File: src/rtl/sid_pkg.sv
// sid_pkg: shared constants for the SID bus interface.
//   - SID register-space constants
//   - access FSM state encoding used by sid_bus_cycle
package sid_pkg;

  // The 6581/8580 decodes 29 registers (0x00..0x1C) in a 5-bit address space.
  localparam int unsigned SID_NUM_REGS = 29;
  localparam int unsigned SID_ADDR_W   = 5;
  localparam int unsigned SID_DATA_W   = 8;

  // Access FSM states.
  localparam logic [2:0] StIdle  = 3'd0;
  localparam logic [2:0] StArm   = 3'd1;
  localparam logic [2:0] StSetup = 3'd2;
  localparam logic [2:0] StHigh  = 3'd3;
  localparam logic [2:0] StHold  = 3'd4;
  localparam logic [2:0] StDone  = 3'd5;

endpackage

File: src/rtl/sid_phi2_gen.sv
// sid_phi2_gen: free-running PHI2 generator.
//   i_clk      system clock (rising edge)
//   i_rst_n    asynchronous active-low reset
//   o_phi2     registered PHI2, toggles every PHI2_HALF clocks
//   o_rise_ev  high on the last PHI2-low clock (PHI2 rises at the next edge)
//   o_fall_ev  high on the last PHI2-high clock (PHI2 falls at the next edge)
module sid_phi2_gen #(
  parameter int unsigned PHI2_HALF = 25
) (
  input  logic i_clk,
  input  logic i_rst_n,
  output logic o_phi2,
  output logic o_rise_ev,
  output logic o_fall_ev
);

  localparam logic [7:0] CntMax = 8'(PHI2_HALF - 1);

  logic [7:0] r_cnt;
  logic       r_phi2;
  logic       w_wrap;

  assign w_wrap = (r_cnt == CntMax);

  always_ff @(posedge i_clk or negedge i_rst_n) begin
    if (!i_rst_n) begin
      r_cnt  <= 8'd0;
      r_phi2 <= 1'b0;
    end else if (w_wrap) begin
      r_cnt  <= 8'd0;
      r_phi2 <= ~r_phi2;
    end else begin
      r_cnt  <= r_cnt + 8'd1;
    end
  end

  assign o_phi2    = r_phi2;
  assign o_rise_ev = ~r_phi2 & w_wrap;
  assign o_fall_ev = r_phi2 & w_wrap;

endmodule

File: src/rtl/sid_bus_cycle.sv
// sid_bus_cycle: turns a level request from the Z3 slave decode into one
// PHI2-phased SID bus cycle and returns a level acknowledge.
//   CLK, RESET_n         clock / asynchronous active-low reset
//   SID_REQ, READ, ADDR, WDATA   request and its attributes (sampled in idle)
//   SID_ACK, RDATA       completion handshake and read byte
//   SID_PHI2, SID_CS_n, SID_RW, SID_A, SID_D_OUT, SID_D_OE, SID_D_IN   SID pins
// All SID-facing outputs are registered; they are computed from the next state
// so that CS_n is low for exactly the SETUP+HIGH states.
module sid_bus_cycle
  import sid_pkg::*;
#(
  parameter int unsigned PHI2_HALF = 25
) (
  input  logic                  CLK,
  input  logic                  RESET_n,
  input  logic                  SID_REQ,
  input  logic                  READ,
  input  logic [SID_ADDR_W-1:0] ADDR,
  input  logic [SID_DATA_W-1:0] WDATA,
  output logic                  SID_ACK,
  output logic [SID_DATA_W-1:0] RDATA,
  output logic                  SID_PHI2,
  output logic                  SID_CS_n,
  output logic                  SID_RW,
  output logic [SID_ADDR_W-1:0] SID_A,
  output logic [SID_DATA_W-1:0] SID_D_OUT,
  output logic                  SID_D_OE,
  input  logic [SID_DATA_W-1:0] SID_D_IN
);

  logic                  w_rise_ev;
  logic                  w_fall_ev;
  logic [2:0]            r_state;
  logic [2:0]            w_state_d;
  logic                  r_read;
  logic [SID_ADDR_W-1:0] r_addr;
  logic [SID_DATA_W-1:0] r_wdata;
  logic                  r_ack;
  logic [SID_DATA_W-1:0] r_rdata;
  logic                  r_cs_n;
  logic                  r_rw;
  logic [SID_ADDR_W-1:0] r_a;
  logic [SID_DATA_W-1:0] r_dout;
  logic                  r_oe;

  sid_phi2_gen #(
    .PHI2_HALF (PHI2_HALF)
  ) u_phi2 (
    .i_clk     (CLK),
    .i_rst_n   (RESET_n),
    .o_phi2    (SID_PHI2),
    .o_rise_ev (w_rise_ev),
    .o_fall_ev (w_fall_ev)
  );

  always_comb begin
    w_state_d = r_state;
    case (r_state)
      StIdle:  if (SID_REQ && !r_ack) w_state_d = StArm;
      StArm:   if (w_fall_ev) w_state_d = StSetup;
      StSetup: if (w_rise_ev) w_state_d = StHigh;
      StHigh:  if (w_fall_ev) w_state_d = StHold;
      // A request dropped mid-cycle (Z3 abort) finishes silently with no ack.
      StHold:  w_state_d = SID_REQ ? StDone : StIdle;
      StDone:  if (!SID_REQ) w_state_d = StIdle;
      default: w_state_d = StIdle;
    endcase
  end

  always_ff @(posedge CLK or negedge RESET_n) begin
    if (!RESET_n) begin
      r_state <= StIdle;
      r_read  <= 1'b1;
      r_addr  <= '0;
      r_wdata <= '0;
      r_ack   <= 1'b0;
      r_rdata <= '0;
      r_cs_n  <= 1'b1;
      r_rw    <= 1'b1;
      r_a     <= '0;
      r_dout  <= '0;
      r_oe    <= 1'b0;
    end else begin
      r_state <= w_state_d;
      r_cs_n  <= !(w_state_d == StSetup || w_state_d == StHigh);
      r_ack   <= (w_state_d == StDone);

      if (r_state == StIdle && w_state_d == StArm) begin
        r_read  <= READ;
        r_addr  <= ADDR;
        r_wdata <= WDATA;
      end

      // Bus attributes go out with CS and stay through HOLD for hold time.
      if (r_state == StArm && w_state_d == StSetup) begin
        r_a  <= r_addr;
        r_rw <= r_read;
        if (!r_read) begin
          r_dout <= r_wdata;
          r_oe   <= 1'b1;
        end
      end

      if (r_state == StHold) begin
        r_oe <= 1'b0;
        r_rw <= 1'b1;
      end

      // Last PHI2-high clock: SID read data is valid here.
      if (r_state == StHigh && w_fall_ev && r_read) begin
        r_rdata <= SID_D_IN;
      end
    end
  end

  assign SID_ACK   = r_ack;
  assign RDATA     = r_rdata;
  assign SID_CS_n  = r_cs_n;
  assign SID_RW    = r_rw;
  assign SID_A     = r_a;
  assign SID_D_OUT = r_dout;
  assign SID_D_OE  = r_oe;

endmodule

File: config.mk
export PLATFORM = sky130hd
export DESIGN_NAME = sid_bus_cycle
export DESIGN_NICKNAME = d
export VERILOG_FILES = /design/src/rtl/sid_pkg.sv /design/src/rtl/sid_phi2_gen.sv /design/src/rtl/sid_bus_cycle.sv
export SDC_FILE = /design/constraint.sdc
export NUM_CORES = 1
export LEC_CHECK = 0
export CORE_MARGIN = 2
export CORE_UTILIZATION = 51
export CTS_BUF_LIST = sky130_fd_sc_hd__clkbuf_8
export DETAILED_ROUTE_END_ITERATION = 7
export GPL_TIMING_DRIVEN = 0
export PLACE_DENSITY = 0.82
export REMOVE_ABC_BUFFERS = 1
export SKIP_LAST_GASP = 1
export SLEW_MARGIN = 10
export SYNTH_ARGS = -nofsm -noshare
export SYNTH_HDL_FRONTEND = slang
export SYNTH_HIERARCHICAL = 1
export SYNTH_SLANG_ARGS = --single-unit
File: constraint.sdc
create_clock -name CLK -period 3.09 [get_ports CLK]
set_input_delay 0.309 -clock CLK [delete_from_list [all_inputs] [get_ports CLK]]
set_output_delay 0.309 -clock CLK [all_outputs]
set_load 0.02 [all_outputs]
==> flow_summary.ini <==
[logic_synthesis]
yosys_warnings = 6
synth_xor_area_share_pct = 2.52
synth-compound-area-share_pct = 3.72
synth_top_family_by_area = multiplexers
ys_async_sr_fraction_pct = 100
netlist_area_um2 = 2090
ys_ff_latch = 51
yosys.area_share.simple_pct = 9.00
synth_ff_type = dfrtp_1
synth_enable_flop_cells = 0
muxShareOfSynthArea_pct = 19.4
yosysSeqAreaShare_pct = 61.4
synthAdderAreaFrac_pct = 1.20
postSynthCellCount = 145
synth_cell_types = 34
synth.avg_cell_area_um2 = 14.4

[routing]
drt-initial-drc-count = 37
routed_wl_um = 3680
post_drt_via_cell_ratio = 5.27
drc = 0
vias = 1311
dr.pass1.iters = 4
post_drt_wl_per_cell_um = 14.8
postRouteAntennaNets = 0

[placement]
place_hpwl_um = 2730
gp_congestion = 0.693
io_buffers = 50

[layout]
layout_commonest_cell = clkdlybuf4s50_1
final_cell_mix = 49 x clkdlybuf4s50_1, 48 x dfrtp_1, 34 x mux2_2, 8 x inv_1
antenna_cells = 0
drive_above_1_share_pct = 26.1
syn_to_final_growth_pct = 31.6
nets = 226

[min_path]
hold_class = reg -> reg

[clocking]
cts_made_buffers = 5
clock_latency_ns = 0.29
cts_sinks = 51
clk_pin_slew_worst_paths_ns = 0.08
cts_htree_levels = 2
cts_tree = done
postCtsHoldBufs = 1
ctsLongestPathBuffers = 2
root_buffer = clkbuf_8
post_cts_buffers = 0
postCtsResizedCells = 0

[timing]
finClkSkew_ns = 0.00238
rsz0062_at_grt = no
finalCriticalPeriod_ns = 2.80
timing.final.crit_share_pct = 90.6
maxSlewHeadroom_pct = 51.4
finalHoldViolations = 0
setup_viol = 0
tns_ns = 0
tightest_slew_ns = 0.729
slew_violations = 0
clock.fmax_mhz = 357

[grt]
grt_first_pass_wirelength_um = 5780
grt_pass1_vias = 1277
antenna_found_initial = 0
grt-ovfl-total = 0
grt_max_degree = 33
track_usage_pct = 17.2

[critical_path]
cp_max_fo = 9
startpoint_type = flip-flop
path_cells = inv_1 -> ha_1 -> or4b_4 -> nor3_4 -> and2_1 -> nand2_1 -> nor4_4 -> mux2_2
crit_arrival_ns = 2.99
criticalPathCategory = reg -> reg
cp_data_required_time_ns = 3.28
slowest_stage = nor4_4
cp-end-kind = flip-flop
cp_slowest_stage_delay_ns = 0.53

[die]
row_count = 23
die_w_um = 68.0
die_h_um = 68.0
core-area_um2 = 3970
ios = 51
initial_core_util_pct = 52.5
dieArea_um2 = 4620

[pwr]
clockPowerShare_pct = 27.0
peakVddDrop_v = 0.000470
p_sw_mw = 0.378
seqPwrFrac_pct = 51.8
p_sw_share_pct = 23.4
intPower_mw = 1.24
power_mw = 1.61
power.leakage_nw = 1.25
powerDensity_nw_per_um2 = 588
p_comb_share_pct = 21.2

[status]
outcome = finished, final reports clean

[job]
maxCapViolCount = 0
[flip-flops by register name, indices dropped and copies added, names as in the netlist]
register       count
SID_CS_n           1
SID_ACK            1
r_read             1
r_wdata            8
SID_A              5
RDATA              8
r_addr             5
SID_RW             1
u_phi2/o_phi2      1
u_phi2/r_cnt       8
r_state            3
SID_D_OE           1
SID_D_OUT          8
[routing by layer]
| metal | track usage (%) | wire [um] |
|---|---|---|
| met4 | 7.25 | 61 |
| met1 | 21.0 | 1520 |
| met3 | 5.43 | 239 |
| met2 | 28.3 | 1860 |
| met5 | 0 | 0 |
[synthesized netlist by cell type, types with 3 or more instances]
| master | instances | area share, % |
|---|---|---|
| nand2_1 | 4 | 0.72 |
| o21ai_0 | 4 | 0.96 |
| dfrtp_1 | 48 | 58 |
| xnor2_1 | 3 | 1.3 |
| nor2_1 | 5 | 0.90 |
| mux2_2 | 34 | 18 |
| xor2_1 | 3 | 1.3 |
| buf_4 | 3 | 1.1 |
| nand3_1 | 3 | 0.72 |
| inv_1 | 7 | 1.3 |
| dfstp_2 | 3 | 3.8 |
[cell families after synthesis]
| group | after synthesis |
|---|---|
| AND/OR/NAND/NOR | 26 |
| buffers and inverters | 12 |
| adder cells (fa/ha/maj) | 2 |
| multiplexers | 36 |
| flip-flops | 51 |
| AO/OA/AOI/OAI | 12 |
| XOR/XNOR | 6 |
[path summary, 6_finish.rpt]
kind / startpoint / to / slack (ns) / depth (start not counted)
setup / recovery: u_phi2/r_cnt[0] / SID_D_OUT[6] / 0.29 / 8
hold / removal: u_phi2/r_cnt[0] / u_phi2/r_cnt[0] / 0.49 / 1
setup reg to reg: u_phi2/r_cnt[0] / SID_D_OUT[6] / 0.29 / 8
hold reg to reg: u_phi2/r_cnt[0] / u_phi2/r_cnt[0] / 0.49 / 1
max in group asynchronous: RESET_n / SID_RW / 2.01 / 3
min in group asynchronous: RESET_n / RDATA[1] / 0.50 / 2
[worst max-delay path: cells and delay by family, from the launching register on]
family,cells,cell delay (ns)
DFF,1,0.42
buffers and inverters,1,0.07
muxes,1,0.40
and+or+nand+nor,5,1.66
adders and majority gates,1,0.13
[metrics by stage]
stage	cells	utilization [%]	setup WS (ns)	hold WS [ns]	area (um^2)
finish	249	69.1	0.289	0.492	2740
global route	249	69.1	0.105	0.514	2740
CTS	249	69.1	0.290	0.490	2740
floorplan	140	-	0.622	0.0134	2050
global placement	240	65.9	0.346	0.465	2620
detailed placement	241	66.3	0.301	0.285	2630
[final cells by class]
type,count,area [um^2]
timing repair buffer,52,526
tap,50,62.6
clock inverter,2,33.8
fill,267,1230
sequential,51,1280
clock buffer,5,68.8
inverter,7,26.3
multi-input combinational,82,747
[power by group through the flow]
stage          combinational [mW]  sequential (mW)  clock, mW
6_report                    0.342            0.836      0.436
5_1_grt                     0.377            0.850      0.480
2_1_floorplan               0.258            0.831          0
4_1_cts                     0.350            0.838      0.453
3_5_place_dp                0.348            0.851          0
3_3_place_gp                0.325            0.839          0
Note: power is estimated with default switching activity, not from simulation.
